File: config.mk
export PLATFORM = sky130hd
export DESIGN_NAME = guess_round_ctrl
export DESIGN_NICKNAME = d
export VERILOG_FILES = /design/src/rtl/guess_round_ctrl.sv
export SDC_FILE = /design/constraint.sdc
export NUM_CORES = 1
export LEC_CHECK = 0
export ABC_AREA = 1
export CAP_MARGIN = 10
export CORE_ASPECT_RATIO = 1.5
export CORE_MARGIN = 8
export CORE_UTILIZATION = 44
export DETAILED_ROUTE_END_ITERATION = 10
export HOLD_SLACK_MARGIN = 0.08
export PLACE_DENSITY = 0.85
export SYNTH_ARGS = -nofsm -noshare
export SYNTH_HDL_FRONTEND = slang
export SYNTH_SLANG_ARGS = --single-unit
File: constraint.sdc
create_clock -name clk -period 1.3 [get_ports clk]
set_input_delay 0.39 -clock clk [delete_from_list [all_inputs] [get_ports clk]]
set_output_delay 0.39 -clock clk [all_outputs]
set_load 0.01 [all_outputs]
File: src/rtl/guess_round_ctrl.sv
// guess_round_ctrl: round sequencer for the 4-button guess game.
// Restarts and steps guess_FSM, gates the buttons through to it while a
// round is live, scores each round, holds the result, and ends the game
// after MAX_ROUNDS rounds.
module guess_round_ctrl #(
    parameter int TICK_DIV    = 4,
    parameter int RESULT_HOLD = 8,
    parameter int MAX_ROUNDS  = 5
) (
    input  logic       clk,
    input  logic       reset,
    input  logic       start,
    input  logic [3:0] btn,
    input  logic       win,
    input  logic       lose,
    output logic [3:0] fsm_b,
    output logic       fsm_en,
    output logic       fsm_clr,
    output logic       res_win,
    output logic       res_lose,
    output logic [3:0] score,
    output logic [3:0] misses,
    output logic [3:0] round,
    output logic       game_over,
    output logic       busy
);
    localparam int TW = $clog2(TICK_DIV);
    localparam int HW = $clog2(RESULT_HOLD + 1);
    localparam logic [TW-1:0] TICK_LAST   = TW'(TICK_DIV - 1);
    localparam logic [HW-1:0] HOLD_LAST   = HW'(RESULT_HOLD - 1);
    localparam logic [3:0]    ROUNDS_LAST = 4'(MAX_ROUNDS);

    localparam logic [2:0] S_IDLE   = 3'd0;
    localparam logic [2:0] S_CLEAR  = 3'd1;
    localparam logic [2:0] S_PLAY   = 3'd2;
    localparam logic [2:0] S_RESULT = 3'd3;
    localparam logic [2:0] S_DONE   = 3'd4;

    logic [2:0]    r_state;
    logic [2:0]    w_next;
    logic [TW-1:0] r_tick;
    logic [HW-1:0] r_hold;
    logic [3:0]    r_score;
    logic [3:0]    r_misses;
    logic [3:0]    r_round;
    logic          r_fsm_en;
    logic          r_fsm_clr;
    logic          r_res_win;
    logic          r_res_lose;
    logic          w_hit;
    logic          w_hold_done;
    logic          w_new_game;
    logic          w_leave_res;

    // a round ends only on a win/lose seen while playing
    assign w_hit       = (r_state == S_PLAY) && (win || lose);
    // hold counter reads RESULT_HOLD-1 in the last mandatory result cycle
    assign w_hold_done = (r_hold >= HOLD_LAST);
    assign w_new_game  = start && ((r_state == S_IDLE) || (r_state == S_DONE));
    assign w_leave_res = (r_state == S_RESULT) && (w_next != S_RESULT);

    // next-state selection
    always_comb begin
        w_next = r_state;
        case (r_state)
            S_IDLE, S_DONE: if (start) w_next = S_CLEAR;
            S_CLEAR:        w_next = S_PLAY;
            S_PLAY:         if (win || lose) w_next = S_RESULT;
            S_RESULT: begin
                // a still-held button keeps us here so it cannot retrigger
                if (w_hold_done && (btn == 4'b0000))
                    w_next = (r_round == ROUNDS_LAST) ? S_DONE : S_CLEAR;
            end
            default:        w_next = S_IDLE;
        endcase
    end

    // state register and the registered FSM strobes
    always_ff @(posedge clk or negedge reset) begin
        if (!reset) begin
            r_state   <= S_IDLE;
            r_fsm_clr <= 1'b0;
            r_fsm_en  <= 1'b0;
        end else begin
            r_state   <= w_next;
            r_fsm_clr <= (w_next == S_CLEAR);
            // suppressed when the round ends on this edge so it stays PLAY-only
            r_fsm_en  <= (r_state == S_PLAY) && !w_hit && (r_tick == TICK_LAST);
        end
    end

    // step divider: runs only in PLAY, held at zero elsewhere (incl. CLEAR)
    always_ff @(posedge clk or negedge reset) begin
        if (!reset)
            r_tick <= '0;
        else if (r_state == S_PLAY)
            r_tick <= (r_tick == TICK_LAST) ? '0 : r_tick + 1'b1;
        else
            r_tick <= '0;
    end

    // result hold timer: counts result cycles and saturates once elapsed
    always_ff @(posedge clk or negedge reset) begin
        if (!reset)
            r_hold <= '0;
        else if (r_state != S_RESULT)
            r_hold <= '0;
        else if (!w_hold_done)
            r_hold <= r_hold + 1'b1;
    end

    // game scoring; lose wins a tie with win
    always_ff @(posedge clk or negedge reset) begin
        if (!reset) begin
            r_score  <= 4'd0;
            r_misses <= 4'd0;
            r_round  <= 4'd0;
        end else if (w_new_game) begin
            r_score  <= 4'd0;
            r_misses <= 4'd0;
            r_round  <= 4'd0;
        end else if (w_hit) begin
            r_round <= r_round + 4'd1;
            if (lose) begin
                if (r_misses != 4'd15) r_misses <= r_misses + 4'd1;
            end else begin
                if (r_score != 4'd15) r_score <= r_score + 4'd1;
            end
        end
    end

    // round result flags, held for the whole RESULT state
    always_ff @(posedge clk or negedge reset) begin
        if (!reset) begin
            r_res_win  <= 1'b0;
            r_res_lose <= 1'b0;
        end else if (w_hit) begin
            r_res_win  <= !lose;
            r_res_lose <= lose;
        end else if (w_leave_res) begin
            r_res_win  <= 1'b0;
            r_res_lose <= 1'b0;
        end
    end

    assign fsm_b     = (r_state == S_PLAY) ? btn : 4'b0000;
    assign fsm_en    = r_fsm_en;
    assign fsm_clr   = r_fsm_clr;
    assign res_win   = r_res_win;
    assign res_lose  = r_res_lose;
    assign score     = r_score;
    assign misses    = r_misses;
    assign round     = r_round;
    assign game_over = (r_state == S_DONE);
    assign busy      = (r_state == S_CLEAR) || (r_state == S_PLAY) || (r_state == S_RESULT);

endmodule

## Word-level counts from Yosys, hierarchy flattened

Index checks and enable logic that the tools add are counted.

| cells by class | value |
|---|---|
| $add $sub $neg | 5 |
| magnitude comparators | 1 |
| equal/unequal tests | 13 |
| mux-type cells | 23 |
| reduce and logical (&&, ||, !) cells | 22 |

Operators by type and width:

| kind | count |
|---|---|
| $mux 4 | 13 |
| $add 4x1->4 const B | 4 |
| $mux 3 | 4 |
| $pmux 3 s4 | 1 |
| $reduce_bool 2->1 | 5 |
| $ne 4x4->1 const B | 2 |
| $eq 3x1->1 const B | 2 |
| $eq 3x2->1 const B | 2 |
| $logic_and 1x1->1 | 6 |
| $ne 3x2->1 const B | 2 |
| $reduce_and 3->1 | 2 |
| $eq 4x3->1 const B | 1 |
| $ge 4x3->1 const B | 1 |
| $logic_not 4->1 | 1 |
| $logic_or 1x1->1 | 4 |
| $mux 2 | 2 |
| $ne 2x1->1 const B | 2 |
| $eq 3x3->1 const B | 1 |
| $logic_not 3->1 | 1 |
| $mux 1 | 3 |
| $add 2x1->2 const B | 1 |
| $eq 2x2->1 const B | 1 |
| $logic_not 1->1 | 2 |
| $reduce_or 2->1 | 1 |

| word-level totals | value |
|---|---|
| register bits after elaboration | 25 |
| input port bits | 9 |
| output and inout port bits | 22 |
| logic and storage cells | 74 |

## Logic depth before layout (Yosys ltp)

Gate-level depths: netlist of run 1.

| logic depth | value |
|---|---|
| depth in word-level cells | 8 |
| depth in mapped cells | 11 |

## Least setup slack after synthesis of run 1

Ideal clock, no wire load.

| path | value |
|---|---|
| path kind | reg-to-reg |
| from | register r_score[0] (netlist: score[0]) |
| to | register r_score[0] (netlist: score[0]) |
| arrival time | 1.210 ns |
| data required time | 1.178 ns |
| setup slack | -0.032 ns |
| cell stages (with the launch flop) | 8 |
| cell sequence | dfrtp_1 > ha_1 > nand2_1 > nor2_1 > nor3_4 > inv_2 > o21ai_1 > a21oi_1 |

| on the way | value |
|---|---|
| longest elaborated chain between the ends | 5 |
| elaborated cells between the ends (all ways) | 8 |
| those cells by class | add/sub (1); eq/ne (1); mux (4); reduce/logical (2) |

RTL lines:

| item | line | source |
|---|---|---|
| start, declared | 43 | `logic [3:0] r_score;` |
| start signal, assigned | 127 | `if (r_score != 4'd15) r_score <= r_score + 4'd1;` |
| $add 4x1->4 | 127 |  |
| $mux 4 | 127 |  |
| $mux 4 | 124 | `if (lose) begin` |
| $mux 4 | 122 | `end else if (w_hit) begin` |
| $mux 4 | 118 | `end else if (w_new_game) begin` |

Parallel ways exist; a longest one is shown, timed or not. The select of a mux whose other input is x is not followed.
A chain may end at the register's enable or synchronous reset.

## Final worst setup path of run 1

| path | value |
|---|---|
| from | register r_state[2] |
| to | output fsm_b[0] |

| on the way | value |
|---|---|
| longest elaborated chain between the ends | 2 |

RTL lines:

| item | line | source |
|---|---|---|
| start, declared | 39 | `logic [2:0] r_state;` |
| start signal, assigned | 85 | `r_state <= w_next;` |
| $eq 3x2->1 | 146 | `assign fsm_b = (r_state == S_PLAY) ? btn : 4'b0000;` |
| $mux 4 | 146 |  |
| end, declared | 16 | `output logic [3:0] fsm_b,` |

Every way passes these cells.

==> results.md, run 1 <==
* Run status: complete, but fails checks
* Violated checks: negative setup slack
* Mean Syn Cell Area at 8.38 µm²
* Antenna cell count at 0
* Gr ovfl total at 0
* Hold Crit Class: flop to flop
* Number of flops mapped to enable cells by yosys at 0
* Seq/Total Area, Yosys at 48.8%
* Layout cell share with drive strength beyond 1 at 56.1%
* Routability cong. at 0.818
* Final Power at 4.53 mW
* Die H at 82.1 µm
* CP max-delay cell: dfrtp_1
* Yosys top cell area share at 48.8%
* Largest family of logic cells by synthesized area: simple AND/OR/NAND/NOR gates
* Worst-path cell chain: nor2_4 > nand2_4 > nor2_1 > buf_2
* Top-Level Pins at 31
* Top_reg_cell synth: dfrtp_1
* Vias at 1425
* Maximum number of pins on one net before global-route repair at 26
* Combinational power share at 60.8%
* # fillers at 170
* Worst-path clk slew at 0.08 ns
* Rel. slew slack at 79.0%
* Sequential Power Share at 28.9%
* Initial DRC count at 80
* DRC Markers at 0
* Cells after synthesis at 153
* Final WL at 4.74 mm
* Fin nets at 253
* Synth Area in Compound Gates at 7.80%
* RSZ-0062 raised after global routing: yes
* Worst-path fanout max at 5
* Post-Synth Adder-Cell Area at 5.85%
* Final period util at 122%
* Switching Fraction at 41.8%
* First-pass GRT wire length at 6.32 mm
* Actual slew at the worst max-slew pin at 0.314 ns
* Max incr delay on CP at 0.44 ns
* Cell Int Power at 2.63 mW
* Arr. time, crit path at 1.20 ns
* Switch Pwr at 1.89 mW
* Total clock sinks at 25
* #FFs+latches synth at 25
* Critical Path End Type: output pin
* Setup WS post-layout at -0.289 ns
* Htree depth at 1
* Power per cell area at 2020 nW/µm²
* # setup viols final at 27
* Setup Crit Path Kind: flop to output pin
* DP Worst Slack at -0.648 ns
* DP Area at 1920 µm²
* Detail Route Antenna Nets at 0
* Core area at 2850 µm²
* Max-cap violation count at 0
* Ys async rst share at 100%
* CTS Hold Bufs at 0
* Critical Path Source Type: flop
* Xor and xnor area share after synthesis at 1.37%
* Vias in the first global route at 1403
* Simple-gate portion of the synthesized area at 28.6%
* Utilization after layout at 78.4%
* Skew final at 0.00704 ns
* Yosys warning total at 0
* Worst-Skew Late Latency at 0.27 ns
* Syn-to-layout area delta at 74.3%
* Clock power share at 10.3%
* Post-DP HPWL at 2.40 mm
* WP data required at 0.91 ns
* Initial core utilization at 45.0%
* Leak at 1.16 nW
* Pins Over Slew Limit at 0
* Clock buffer count from CTS at 3
* Count of different cell masters after synthesis at 25
* TritonCTS clock tree: done
* Pre-Repair DR Iteration Count at 4
* Commonest cells in the synthesized netlist: nand2_1, dfrtp_1, inv_1, nor2_1, nand3_1
* Initial antenna violation count at 0
* Vias/cell at 5.16
* Min cycle time layout at 1.59 ns
* Maximum vdd drop at 1690 µV
* Area contributors post-synth: dfrtp_1, nand2_1, inv_1
* Sum of negative setup slack at -3.63 ns
* Max Clk Rate at 629 MHz
* FP Rows at 24
* Die width at 60.1 µm
* Most common cell in the netlist: nand2_1
* Bufs on Longest Clock Path at 2
* Fin area at 2240 µm²
* Die Area at 4930 µm²
* Syn nets at 168
* Synth area leader: dfrtp_1
* Final hold vios at 0
* Gr usage total at 16.9%
* Port Buffers at 30
* Routed wire per std cell at 17.2 µm
* Post-synthesis mux area share at 0%
* Root buf cell: clkbuf_8
* Mapped Area at 1280 µm²
[state kept, by name, summed over array words and instances, names as in the netlist]
register and count:
r_state 3, misses 4, res_lose 1, res_win 1, r_tick 2, fsm_clr 1
fsm_en 1, score 4, r_hold 4, round 4
[layout by cell type (no fill, tap or decap), drive strengths merged]
master and instances:
clkinvlp 1, dlymetal6s2s 4, clkdlybuf4s15 1, a21oi 9
o21ai 5, and3 1, clkbuf 9, buf 65
clkinv 1, nand3 12, dfrtp 25, ha 6
dlygate4sd2 2, nor2 24, o21a 1, clkdlybuf4s50 2
nor3 8, a31oi 1, o22ai 2, nand4 1
nand2 30, xor2 2, inv 25
[per-layer routing]
| metal | track usage, % | part of all wire, % |
|---|---|---|
| met5 | 0 | 0 |
| met4 | 7.43 | 3.8 |
| met1 | 17.8 | 36 |
| met2 | 31.5 | 57 |
| met3 | 2.95 | 3.5 |
[kinds of logic after synthesis]
kind of cell	Yosys count
buffers and inverters	26
DFF	25
xor gates and xnor gates	2
AOI/OAI and AO/OA	18
and+or+nand+nor	76
adders and majority gates	6
[path summary, 6_finish.rpt]
kind / startpoint / end / slack, ns / cells past startpoint
worst max-delay path: r_state[2] / fsm_b[0] / -0.29 / 4
worst min-delay path: r_tick[0] / r_tick[0] / 0.44 / 1
worst max register to register: r_state[2] / score[3] / -0.24 / 7
worst min register to register: r_tick[0] / r_tick[0] / 0.44 / 1
max in group asynchronous: reset / r_state[1] / 0.68 / 2
min in group asynchronous: reset / r_hold[1] / 0.46 / 2
[final cells by class]
class	instances	area [µm²]	share of cell area (%)
inverter	26	109	4.87
clock buffer	3	41.3	1.85
tap	39	48.8	2.18
timing repair buffer	80	654	29.3
multi-input combinational	102	749	33.5
clock inverter	1	5.00	0.224
sequential	25	628	28.1
[power by group through the flow]
| stage | clock [mW] | sequential [mW] | combinational [mW] |
|---|---|---|---|
| 2_1_floorplan | 0 | 1.42 | 0.770 |
| 3_3_place_gp | 0 | 1.30 | 1.96 |
| 3_5_place_dp | 0 | 1.31 | 2.02 |
| 4_1_cts | 0.462 | 1.28 | 2.18 |
| 5_1_grt | 0.512 | 1.34 | 2.98 |
| 6_report | 0.467 | 1.31 | 2.75 |
[timing repair]
item | in CTS | in global routing
setup buffers | 9 | 6
gates resized for setup | 99 | 61
gates cloned | 0 | 0
pin swaps | 10 | 20
setup endpoints to repair | 37 | 35
[per-stage QoR]
step | instances | hold slack, ns
after CTS | 270 | 0.442
after floorplan | 153 | 0.0944
after global routing | 276 | 0.460
after global placement | 258 | 0.425
after detailed placement | 258 | 0.430
final | 276 | 0.443
[critical path: cells and delay by family, from the launching register on]
family | cells | cell delay, ns
buffers and inverters | 1 | 0.15
and+or+nand+nor | 3 | 0.34
DFF | 1 | 0.44
(Power assumes the default switching activity.)
==> run 2, diff against run 1 <==
--- a/config.mk
+++ b/config.mk
@@ -11,8 +11,10 @@
 export CORE_MARGIN = 8
 export CORE_UTILIZATION = 44
 export DETAILED_ROUTE_END_ITERATION = 10
+export GPL_TIMING_DRIVEN = 0
 export HOLD_SLACK_MARGIN = 0.08
 export PLACE_DENSITY = 0.85
+export SLEW_MARGIN = 10
 export SYNTH_ARGS = -nofsm -noshare
 export SYNTH_HDL_FRONTEND = slang
 export SYNTH_SLANG_ARGS = --single-unit
==> run 2 against run 1 <==
Effect of this change: the flow still finishes with violations (negative setup slack); flip-flop and latch count did not move; sequential share of layout area rose by 5.9 points; utilization down 13 points; critical path depth stayed put; global-route usage decreased by 3.0 points; register-to-register slack improved by 0.03 ns; die area is the same; maximum frequency rose by 2.2%; clock power is essentially flat; critical endpoint is now fsm_b[1]; largest cell class unchanged.
==> results.md, run 2 (synthesized netlist as in run 1, its figures left out) <==
* Root buf cell: clkbuf_8
* Combinational power share at 52.3%
* Sequential Power Share at 35.3%
* Setup WS post-layout at -0.255 ns
* Min cycle time layout at 1.55 ns
* Final period util at 120%
* DRC Markers at 0
* Storage cell area at 631 µm²
* Clock power share at 12.4%
* Initial core utilization at 45.0%
* Gr usage total at 13.9%
* Fin nets at 223
* Worst-path clk slew at 0.08 ns
* Hold Crit Class: input port to async pin
* Die Area at 4930 µm²
* Run status: complete, but fails checks
* Core area at 2850 µm²
* Total clock sinks at 25
* Vias at 1233
* Area of the multi-input gates at 657 µm²
* RSZ-0062 raised after global routing: yes
* Antenna cell count at 0
* Cell Int Power at 2.22 mW
* Fin area at 1850 µm²
* Bufs on Longest Clock Path at 2
* Initial DRC count at 50
* Routability cong. at 0.841
* WP data required at 0.91 ns
* Max-cap violation count at 0
* Pre-Repair DR Iteration Count at 4
* Critical Path Source Type: flop
* Most frequent cells in the layout: nand2_1, dfrtp_1, inv_1
* Final WL at 3.31 mm
* Die H at 82.1 µm
* Final Power at 3.76 mW
* Routed wire per std cell at 13.5 µm
* # fillers at 228
* Detail Route Antenna Nets at 0
* Post-DP HPWL at 2.17 mm
* Maximum vdd drop at 1070 µV
* Vias in the first global route at 1164
* Setup Crit Path Kind: flop to output pin
* Htree depth at 1
* DP Area at 1630 µm²
* Leak at 0.947 nW
* Clock buffer count from CTS at 3
* Violated checks: negative setup slack
* Gr ovfl total at 0
* Die width at 60.1 µm
* Maximum number of pins on one net before global-route repair at 26
* Final hold vios at 0
* Vias/cell at 5.01
* Critical Path End Type: output pin
* Pins Over Slew Limit at 0
* Port Buffers at 30
* TritonCTS clock tree: done
* First-pass GRT wire length at 5.18 mm
* Power per cell area at 2030 nW/µm²
* FP Rows at 24
* Initial antenna violation count at 0
* Top-Level Pins at 31
* Syn-to-layout area delta at 44.5%
* Worst hold margin at 0.106 ns
* Layout cell share with drive strength beyond 1 at 42.0%
* Utilization after layout at 65.0%
* Worst-path fanout max at 6
* Actual slew at the worst max-slew pin at 0.612 ns
* Switch Pwr at 1.53 mW
* # setup viols final at 18
* Arr. time, crit path at 1.16 ns
* Skew final at 0.00432 ns
* Rel. slew slack at 59.2%
* Max Clk Rate at 643 MHz
* Worst-Skew Late Latency at 0.28 ns
* Switching Fraction at 40.8%
[run 2: cell count changes in the layout (fill, tap and decap cells not counted), sizes merged]
cell | previous run | this run
clkdlybuf4s15 | 1 | 2
clkinvlp | 1 | 0
clkinv | 1 | 0
clkdlybuf4s50 | 2 | 6
clkbuf | 9 | 11
buf | 65 | 34
inv | 25 | 26
dlymetal6s2s | 4 | 0
dlygate4sd2 | 2 | 1
[run 2: through the flow]
step / instances / setup TNS (ns) / worst slack (ns)
6_report: 246 / -2.78 / -0.255
5_1_grt: 246 / -4.38 / -0.339
4_1_cts: 241 / -2.55 / -0.262
3_5_place_dp: 222 / -23.19 / -0.713
3_3_place_gp: 222 / -22.58 / -0.671
2_1_floorplan: 153 / -0.0304 / -0.0184
[run 2: power groups by stage]
stage / Clock [mW] / Sequential, mW / Combinational [mW]
finish: 0.467 / 1.32 / 1.96
global route: 0.519 / 1.37 / 2.20
CTS: 0.473 / 1.31 / 1.76
detailed placement: 0 / 1.37 / 1.53
global placement: 0 / 1.36 / 1.47
floorplan: 0 / 1.42 / 0.770
[run 2: area by class of cell]
type / instances / area share, %
multi-input cells: 102 / 35.4
flip-flops and latches: 25 / 34.0
repair buffers: 50 / 20.1
inverters: 26 / 5.40
well taps: 39 / 2.63
clock buffers: 4 / 2.43
[run 2: timing repair]
item,4_1_cts,5_1_grt
gates resized for setup,94,30
hold buffers,0,0
setup buffers,15,5
endpoints found under the hold margin,0,0
pin swaps,3,8
endpoints found under the setup margin,63,59
[run 2: per-layer routing]
metal | vias up | GRT usage (%) | share of wire [%]
li1 | 600 | - | -
met5 | - | 0 | 0
met1 | 592 | 13.4 | 36
met2 | 31 | 26.8 | 56
met4 | 0 | 8.15 | 3.7
met3 | 10 | 1.71 | 4.0
[run 2: path summary, 6_finish.rpt]
kind / slack (ns) / depth (start not counted) / to / start
worst max-delay path: -0.25 / 4 / fsm_b[1] / r_state[0]
worst min-delay path: 0.11 / 1 / r_hold[3] / reset
worst max register to register: -0.21 / 8 / score[3] / score[1]
worst min register to register: 0.44 / 1 / r_tick[0] / r_tick[0]
max in group asynchronous: 0.76 / 1 / round[0] / reset
min in group clk: 0.44 / 1 / r_tick[0] / r_tick[0]
[run 2: critical path, stage by stage (launching register included)]
cell and delay, ns:
dfrtp_2 0.46, nor2_4 0.12, nand2_4 0.08, nor2_2 0.09
buf_2 0.13
==> run 3, diff against run 2 <==
--- a/config.mk
+++ b/config.mk
@@ -8,7 +8,7 @@
 export ABC_AREA = 1
 export CAP_MARGIN = 10
 export CORE_ASPECT_RATIO = 1.5
-export CORE_MARGIN = 8
+export CORE_MARGIN = 2
 export CORE_UTILIZATION = 44
 export DETAILED_ROUTE_END_ITERATION = 10
 export GPL_TIMING_DRIVEN = 0
==> run 3 against run 2 <==
Effect of this change: the flow still finishes with violations (negative setup slack); utilization up 7.3 points; hold slack better by 0.0058 ns; critical path depth up 7; maximum frequency down 3.8%; first-iteration DRC count down 52%; final area up 11%; power up 12%; count of clock-buffer cells in the layout unchanged; die area down 32%; wire length up 26%; flip-flop and latch count unchanged; critical path type is now input port to flop; critical endpoint is now res_lose.
==> results.md, run 3 (synthesized netlist as in run 1, its figures left out) <==
* RSZ-0062 raised after global routing: yes
* # setup viols final at 25
* FF-to-FF setup slack at -0.27 ns
* Routability cong. at 0.817
* Maximum vdd drop at 1090 µV
* Worst-Skew Late Latency at 0.27 ns
* Worst-path fanout max at 2
* Critical Path Source Type: input port
* Skew final at 0.00275 ns
* Setup Crit Path Kind: input port to flop
* TritonCTS clock tree: done
* Detail Route Antenna Nets at 0
* CP startpoint: btn[3]
* Commonest non-fill, non-tap cell in the layout: dfrtp_1
* CTS Hold Bufs at 0
* Min cycle time layout at 1.62 ns
* Die H at 70.1 µm
* Leak at 1.03 nW
* DRC Markers at 0
* Final period util at 124%
* Port Buffers at 30
* Die Area at 3370 µm²
* Final hold vios at 0
* Rel. slew slack at 61.0%
* Clock buffer count from CTS at 3
* Fin nets at 235
* Bufs on Longest Clock Path at 2
* Max-cap violation count at 0
* Worst-path clk slew at 0.09 ns
* Vias at 1339
* Top-Level Pins at 31
* Hold Crit Class: input port to async pin
* WP data required at 1.46 ns
* Reg2reg path depth at 12
* Pins Over Slew Limit at 0
* First-pass GRT wire length at 5.55 mm
* Final WL at 4.19 mm
* Initial antenna violation count at 0
* Syn-to-layout area delta at 60.7%
* Most frequent cells in the layout: dfrtp_1, nand2_1, buf_4
* Utilization after layout at 72.2%
* Core area at 2850 µm²
* Power per cell area at 2040 nW/µm²
* Pre-Repair DR Iteration Count at 4
* Antenna cell count at 0
* Vias in the first global route at 1300
* Actual slew at the worst max-slew pin at 0.586 ns
* Violated checks: negative setup slack
* Setup WS post-layout at -0.315 ns
* Maximum number of pins on one net before global-route repair at 26
* Total clock sinks at 25
* Arr. time, crit path at 1.78 ns
* RR Endpoint: res_lose
* Post-DP HPWL at 1.99 mm
* Htree depth at 1
* Run status: complete, but fails checks
* Max Clk Rate at 619 MHz
* Non-Filler Instances at 258
* Reg-to-Reg Start: round[1]
* Layout cell share with drive strength beyond 1 at 50.7%
* Gr ovfl total at 0
* Critical Path Sink: res_lose
* Die width at 48.1 µm
* Vias/cell at 5.19
* Routed wire per std cell at 16.2 µm
* Critical Path End Type: flop
* Gr usage total at 22.7%
* Root buf cell: clkbuf_8
* Placed cell count at 222
* Initial DRC count at 24
* Initial core utilization at 45.0%
* FP Rows at 24
-- run 3: timing repair --
| action | in CTS | in global routing |
|---|---|---|
| setup buffers | 22 | 12 |
| pin swaps | 11 | 16 |
| endpoints found under the setup margin | 63 | 38 |
| gates resized for setup | 93 | 57 |
-- run 3: critical path, stage by stage --
cell and delay (ns):
clkdlybuf4s50_1 0.41, inv_1 0.08, nand2_1 0.08, nor2_2 0.20
nand3_2 0.15, nand2_2 0.11, nand2_2 0.07, nand2_2 0.07
nand2_2 0.07, nand3_2 0.08, nand2_1 0.05
-- run 3: final cells by class --
class / count / area (µm²)
Sequential cell: 25 / 629
Tap cell: 39 / 48.8
Inverter: 26 / 105
Timing Repair Buffer: 62 / 507
Clock buffer: 4 / 45.0
Multi-Input combinational cell: 102 / 726
Fill cell: 180 / 792
-- run 3: through the flow --
step	area, µm²	power (mW)	setup TNS [ns]	hold slack (ns)	setup WS [ns]
after floorplan	1280	2.19	-0.0304	0.0944	-0.0184
after global placement	1630	2.81	-22.53	0.427	-0.679
after detailed placement	1630	2.88	-23.07	0.438	-0.691
after CTS	1900	3.68	-2.79	0.446	-0.249
after global routing	2060	4.50	-5.80	0.147	-0.370
final	2060	4.20	-4.49	0.112	-0.315
-- run 3: per-layer routing --
layer,GRT usage [%],up-vias,part of all wire [%]
li1,-,623,-
met1,25.5,646,38
met2,37.8,48,53
met3,3.36,22,3.1
met4,13.2,0,5.9
met5,0,-,0
-- run 3: power by group --
group / internal (mW) / total [mW] / leakage [nW] / switching, mW
Combinational: 1.13 / 2.40 / 0.698 / 1.27
Sequential: 1.08 / 1.33 / 0.306 / 0.257
Clock: 0.219 / 0.471 / 0.0228 / 0.251
Total: 2.43 / 4.20 / 1.03 / 1.77
-- run 3: how the worst min path moves through the flow --
stage / start / slack [ns] / end / depth (start not counted)
4_1_cts: r_tick[0] / 0.45 / r_tick[0] / 1
3_5_place_dp: r_tick[0] / 0.44 / r_tick[0] / 1
2_1_floorplan: reset / 0.09 / fsm_clr / 0
6_report: reset / 0.11 / misses[0] / 1
3_3_place_gp: r_tick[0] / 0.43 / r_tick[0] / 1
5_1_grt: reset / 0.15 / res_win / 1
